File: config.mk
export PLATFORM = sky130hd
export DESIGN_NAME = tank_spawn_sched
export DESIGN_NICKNAME = d
export VERILOG_FILES = /design/src/rtl/tank_game_pkg.sv /design/src/rtl/tank_rr_arb.sv /design/src/rtl/tank_spawn_sched.sv
export SDC_FILE = /design/constraint.sdc
export NUM_CORES = 1
export LEC_CHECK = 0
export ABC_AREA = 1
export CAP_MARGIN = 20
export CORE_MARGIN = 3
export CORE_UTILIZATION = 35
export CTS_BUF_LIST = sky130_fd_sc_hd__clkbuf_2
export DETAILED_ROUTE_END_ITERATION = 8
export PLACE_DENSITY = 0.64
export SLEW_MARGIN = 20
export SYNTH_ARGS = -nofsm -noshare
export SYNTH_HDL_FRONTEND = slang
export SYNTH_SLANG_ARGS = --single-unit
File: constraint.sdc
create_clock -name clk_4Hz -period 2 [get_ports clk_4Hz]
set_input_delay 0.3 -clock clk_4Hz [delete_from_list [all_inputs] [get_ports clk_4Hz]]
set_output_delay 0.3 -clock clk_4Hz [all_outputs]
set_load 0.01 [all_outputs]
File: src/rtl/tank_game_pkg.sv
// Shared types and constants for the enemy-tank spawn scheduler.
// Optional pause input is enabled by defining TANK_SPAWN_PAUSE_EN.
package tank_game_pkg;

  typedef enum logic [1:0] {
    PH_INTRO = 2'd0,
    PH_RUN   = 2'd1,
    PH_DONE  = 2'd2
  } phase_e;

  localparam int MAX_TANKS = 8;
  localparam int CNT_W     = 8;

  function automatic logic [7:0] sat_inc8(input logic [7:0] v);
    return (v == 8'hFF) ? v : v + 8'd1;
  endfunction

endpackage

File: src/rtl/tank_rr_arb.sv
// N-way round-robin arbiter: combinational grant starting at the pointer,
// pointer moves past the slot whose service has just finished.
module tank_rr_arb #(
  parameter int N = 4,
  localparam int IW = (N > 1) ? $clog2(N) : 1
) (
  input  logic          clk,
  input  logic          rst,
  input  logic          clr,
  input  logic [N-1:0]  req,
  input  logic          advance,
  input  logic [IW-1:0] adv_idx,
  output logic [IW-1:0] ptr_o,
  output logic [N-1:0]  gnt_o,
  output logic          gnt_vld_o
);

  logic [IW-1:0] ptr_q, ptr_d;
  logic [IW-1:0] slot;
  logic          found;

  always_comb begin
    ptr_d = ptr_q;
    if (clr) begin
      ptr_d = '0;
    end else if (advance) begin
      ptr_d = (adv_idx == IW'(N - 1)) ? '0 : adv_idx + IW'(1);
    end
  end

  // Scan from the pointer upward, wrapping, and keep the first requester.
  always_comb begin
    gnt_o = '0;
    found = 1'b0;
    slot  = '0;
    for (int i = 0; i < N; i++) begin
      slot = (int'(ptr_q) + i >= N) ? IW'(int'(ptr_q) + i - N) : IW'(int'(ptr_q) + i);
      if (!found && req[slot]) begin
        gnt_o[slot] = 1'b1;
        found       = 1'b1;
      end
    end
  end

  assign gnt_vld_o = |req;
  assign ptr_o     = ptr_q;

  always_ff @(posedge clk or posedge rst) begin
    if (rst) ptr_q <= '0;
    else     ptr_q <= ptr_d;
  end

endmodule

File: src/rtl/tank_spawn_sched.sv
// Enemy-tank spawn scheduler: staggered intro wave, then arbitrated respawns
// under an optional spawn budget. Define TANK_SPAWN_PAUSE_EN to add a pause input.
module tank_spawn_sched
  import tank_game_pkg::*;
#(
  parameter int N_TANKS       = 4,
  parameter int INTRO_DELAY   = 4,
  parameter int INTRO_GAP     = 12,
  parameter int RESPAWN_DELAY = 12,
  parameter int EN_PULSE      = 4,
  parameter int SPAWN_LIMIT   = 0
) (
  input  logic               clk_4Hz,
  input  logic               rst,
  input  logic               restart,
`ifdef TANK_SPAWN_PAUSE_EN
  input  logic               pause,
`endif
  input  logic [N_TANKS-1:0] tank_state,
  output logic [N_TANKS-1:0] tank_en,
  output logic [7:0]         spawn_cnt,
  output logic [1:0]         phase,
  output logic               wave_done
);

  localparam int              IW        = $clog2(N_TANKS);
  localparam logic [15:0]     INTRO_END = 16'(INTRO_DELAY + N_TANKS * INTRO_GAP);
  localparam logic [CNT_W-1:0] RESP_D   = CNT_W'(RESPAWN_DELAY);
  localparam logic [7:0]      PULSE_LEN = 8'(EN_PULSE);

  phase_e                         phase_q, phase_d;
  logic [15:0]                    t_q, t_d, t_next;
  logic [N_TANKS-1:0][CNT_W-1:0]  d_q, d_d, d_inc;
  logic [N_TANKS-1:0]             en_q, en_d;
  logic [N_TANKS-1:0]             intro_en, intro_start, req, gnt;
  logic [7:0]                     cnt_q, cnt_d, pulse_q, pulse_d;
  logic                           done_q, done_d;
  logic                           hold, exhausted, drop, gnt_vld;
  logic [IW-1:0]                  cur_idx, arb_ptr_unused;

`ifdef TANK_SPAWN_PAUSE_EN
  assign hold = pause;
`else
  assign hold = 1'b0;
`endif

  assign t_next    = t_q + 16'd1;
  assign exhausted = (SPAWN_LIMIT != 0) && (int'(cnt_q) == SPAWN_LIMIT);

  genvar gi;
  generate
    for (gi = 0; gi < N_TANKS; gi++) begin : g_slot
      localparam logic [15:0] ON_T  = 16'(INTRO_DELAY + gi * INTRO_GAP);
      localparam logic [15:0] OFF_T = 16'(INTRO_DELAY + (gi + 1) * INTRO_GAP);

      assign intro_start[gi] = (t_next == ON_T);
      assign intro_en[gi]    = (t_next >= ON_T) && (t_next < OFF_T);
      assign req[gi]         = (d_q[gi] == RESP_D) && !exhausted;
      // Dead time only accumulates while the slot is dead and not being spawned.
      assign d_inc[gi] = (tank_state[gi] || en_q[gi]) ? '0 :
                         (d_q[gi] == RESP_D)          ? d_q[gi] :
                                                        d_q[gi] + CNT_W'(1);
    end
  endgenerate

  always_comb begin
    cur_idx = '0;
    for (int k = 0; k < N_TANKS; k++) begin
      if (en_q[k]) cur_idx = IW'(k);
    end
  end

  tank_rr_arb #(
    .N (N_TANKS)
  ) u_arb (
    .clk       (clk_4Hz),
    .rst       (rst),
    .clr       (restart),
    .req       (req),
    .advance   (drop),
    .adv_idx   (cur_idx),
    .ptr_o     (arb_ptr_unused),
    .gnt_o     (gnt),
    .gnt_vld_o (gnt_vld)
  );

  always_comb begin
    phase_d = phase_q;
    t_d     = t_q;
    d_d     = d_q;
    en_d    = en_q;
    cnt_d   = cnt_q;
    pulse_d = pulse_q;
    drop    = 1'b0;
    if (restart) begin
      phase_d = PH_INTRO;
      t_d     = '0;
      d_d     = '0;
      en_d    = '0;
      cnt_d   = '0;
      pulse_d = '0;
    end else if (!hold) begin
      unique case (phase_q)
        PH_INTRO: begin
          t_d = t_next;
          if (t_next == INTRO_END || ((|intro_start) && exhausted)) begin
            phase_d = PH_RUN;
            en_d    = '0;
          end else begin
            en_d = intro_en;
            if (|intro_start) cnt_d = sat_inc8(cnt_q);
          end
        end
        PH_RUN: begin
          d_d = d_inc;
          if (|en_q) begin
            if (pulse_q == PULSE_LEN) begin
              en_d         = '0;
              drop         = 1'b1;
              d_d[cur_idx] = '0;
            end else begin
              pulse_d = pulse_q + 8'd1;
            end
          end else if (gnt_vld) begin
            en_d    = gnt;
            pulse_d = 8'd1;
            cnt_d   = sat_inc8(cnt_q);
          end else if (exhausted && tank_state == '0) begin
            phase_d = PH_DONE;
          end
        end
        default: en_d = '0;
      endcase
    end
    done_d = (phase_d == PH_DONE);
  end

  always_ff @(posedge clk_4Hz or posedge rst) begin
    if (rst) begin
      phase_q <= PH_INTRO;
      t_q     <= '0;
      d_q     <= '0;
      en_q    <= '0;
      cnt_q   <= '0;
      pulse_q <= '0;
      done_q  <= 1'b0;
    end else begin
      phase_q <= phase_d;
      t_q     <= t_d;
      d_q     <= d_d;
      en_q    <= en_d;
      cnt_q   <= cnt_d;
      pulse_q <= pulse_d;
      done_q  <= done_d;
    end
  end

  assign tank_en   = en_q;
  assign spawn_cnt = cnt_q;
  assign phase     = phase_q;
  assign wave_done = done_q;

endmodule

==> flow_summary.toml <==
[status]
status = "complete, but fails checks"
violations = "setup timing"

[sta]
fin_crit_sh_pct = 108
worst_slew_pin_slew_ns = 0.617
min_period_ns = 2.16
skew_ns = 0.0235
rsz0062_at_grt = "true"
slew_violations = 0
report.final.setup_viol = 11
slew_headroom_pct = 58.8
hold_viol_final = 0
setup_ws_ns = -0.160
fmax_ghz = 0.463

[drt]
drt_wl_total_microns = 13100
drt_iter0_drc = 266
vias = 5012
viasPerCell = 4.97
drc_errors = 0
firstDrtPassIters = 5
drt-wirelength-per-cell_microns = 13.0
ant_nets = 0

[min_path]
worstHoldPathType = "in2async"

[synthesis]
ys_types = 43
avgSynthCellArea_sq_um = 7.31
synth_top_area_cell = "dfrtp_1"
yosys_most_used_dff = "dfrtp_1"
synth_top_cell_area_share_pct = 35.5
yosysWarnings = 0
synth-async-reset-ratio_pct = 100
seq_area_frac_synth_pct = 35.5
synth_fp_nets = 734
synth.area.top_cells = "dfrtp_1 (35%), nand2_1 (12%), nand3_1 (7.2%)"
synth-seq-cells = 73
synthCells = 704
syn_area_sq_mm = 0.00515
synth_edf_count = 0

[clocking]
cts_htree_levels = 3
cts-root-buf = "clkbuf_2"
cts_hold_buf = 0
clk_latency_ns = 0.57
clock-sinks = 73
clk_pin_slew_ns = 0.21
numCtsBuffers = 9
cts_buffer_depth = 2
cts_tree = "yes"

[cells_and_area]
drive_gt1_share_pct = 26.2
most-common-layout-cells = "nand2_1 (148), buf_4 (83), inv_1 (79)"
layout_commonest_cell = "nand2_1"
nNetsFinal = 852
fin_area_sq_mm = 0.00677
nFillCells = 1382
syn2layout_area_growth_pct = 31.5

[global_route]
globalRoute.totalOverflow = 0
grt_first_pass_wirelength_microns = 22200
grt_pass1_vias = 4759
grt.total_usage_pct = 16.6
antenna_found_initial = 0
grt_max_degree = 25

[critical_path]
rr_endpoint = "spawn_cnt[3]"
end_kind = "register"
critPathMostFrequentCell = "nand2_4"
cp_cell_sequence = "buf_6 -> nand2_4 -> nor2_8 -> nand2_4 -> nor2_2 -> nand2_1 -> buf_6 -> nand3_4 -> nor2_8 -> nand4_4 -> nor2_4 -> nor2_4 -> nand2_4 -> nand2_2 -> nand2_1"
cp-start-kind = "register"
reg2reg_setup_slack_ns = -0.16
critical_path_class = "reg2reg"
rr_worst_depth = 15
critPathSlowestCell = "dfrtp_1"
rr_startpoint = "t_q[1]"
slowest_delay_ns = 0.45
worstPathRequired_ns = 2.46
crit_fanout = 8
arrival_ns = 2.62

[power_and_ir_drop]
seqPwrFrac_pct = 51.9
swShare_pct = 30.8
combPwrFrac_pct = 20.3
p_leak_uw = 0.00331
ir_worst_vdd_uv = 321
power.switching_uw = 933
p_int_uw = 2100
clockPowerShare_pct = 27.8
power_density_mw_per_mm2 = 448

[die]
dieArea_sq_mm = 0.0162
placementRows = 43
start_util_pct = 36.4
ios = 22
die_y_microns = 127
coreArea_sq_mm = 0.0141
fp.dieW_microns = 127

[placement]
gp_congestion = 0.840
dp_hpwl_microns = 9390
port_buffers = 21
dpl_cell_area_sq_mm = 0.00614
place_ws_ns = -0.124

[flow_run]
drv_cap = 0
-- layout make-up --
class | instances | area (sq um) | area share, %
well taps | 180 | 225 | 3.33
flip-flops and latches | 73 | 1840 | 27.1
clock buffers | 10 | 50.0 | 0.740
multi-input cells | 533 | 3250 | 48.0
clock inverters | 6 | 58.8 | 0.869
repair buffers | 114 | 992 | 14.7
inverters | 91 | 350 | 5.18
diodes | 1 | 2.50 | 0.0370
-- logic make-up (layout without fill, tap and decap cells) --
group | count (synthesis) | in the layout | share of synthesized area (%)
flops | 73 | 73 | 35.5
other cells | 0 | 1 | 0
fa+ha+maj | 23 | 23 | 5.59
compound gates | 81 | 81 | 9.55
xor+xnor | 20 | 20 | 3.40
buf+inv | 99 | 221 | 7.29
simple gates | 408 | 409 | 38.7
-- sequential cells by signal, indices dropped and copies added (netlist names) --
name,cells
d_q,32
phase,2
pulse_q,8
spawn_cnt,8
t_q,16
tank_en,4
u_arb.ptr_o,2
wave_done,1
-- worst max path at each step --
stage               startpoint            to  slack, ns
floorplan               t_q[1]  spawn_cnt[2]       0.09
global placement       restart  spawn_cnt[7]      -0.08
detailed placement      t_q[0]  spawn_cnt[3]      -0.12
CTS                     t_q[0]  spawn_cnt[3]      -0.10
global route            t_q[1]  spawn_cnt[4]      -0.29
finish                  t_q[1]  spawn_cnt[3]      -0.16
-- synthesized netlist by cell type (7+ instances only) --
cell,number
nor2_1,86
ha_1,23
nor2_2,9
nor3_1,18
o22ai_1,20
dfrtp_1,73
nand4_1,12
nor2_4,9
nand2_1,165
nand3_1,74
inv_1,86
xor2_1,19
nand3b_1,8
nand2_2,7
o21ai_0,25
a21oi_1,17
-- critical path, delay by kind of cell (launching register included) --
family,cells,cell delay (ns)
simple gates,13,1.33
buf+inv,2,0.26
flops,1,0.45
-- repair_timing --
item                       CTS  global route
pin swaps                    2            24
cloned                       1             0
setup buffers                3            18
setup endpoints to repair   25            37
gates resized for setup     33            66
-- per-stage QoR --
stage | total power [uW] | hold slack (ns) | utilization (%) | cells | TNS, ns
floorplan | 1890 | 0.486 | - | 704 | 0
global placement | 2120 | 0.500 | 43.4 | 969 | -0.774
detailed placement | 2130 | 0.507 | 43.4 | 969 | -1.21
CTS | 3010 | 0.108 | 45.2 | 989 | -0.671
global route | 3210 | 0.125 | 47.8 | 1007 | -2.96
finish | 3030 | 0.133 | 47.8 | 1008 | -1.31
-- layer usage --
metal | up-vias | part of all wire (%) | GRT usage (%)
met1 | 2345 | 47 | 22.1
li1 | 2559 | - | -
met5 | - | 0 | 0
met3 | 18 | 3.5 | 3.89
met4 | 0 | 1.6 | 4.61
met2 | 90 | 47 | 27.0
-- power by group through the flow --
stage,sequential (uW),combinational (uW),clock [uW]
floorplan,1610,280,0
global placement,1590,527,0
detailed placement,1600,534,0
CTS,1570,551,885
global route,1580,698,932
finish,1570,614,843
No activity file was read; power rests on OpenSTA's default activity.
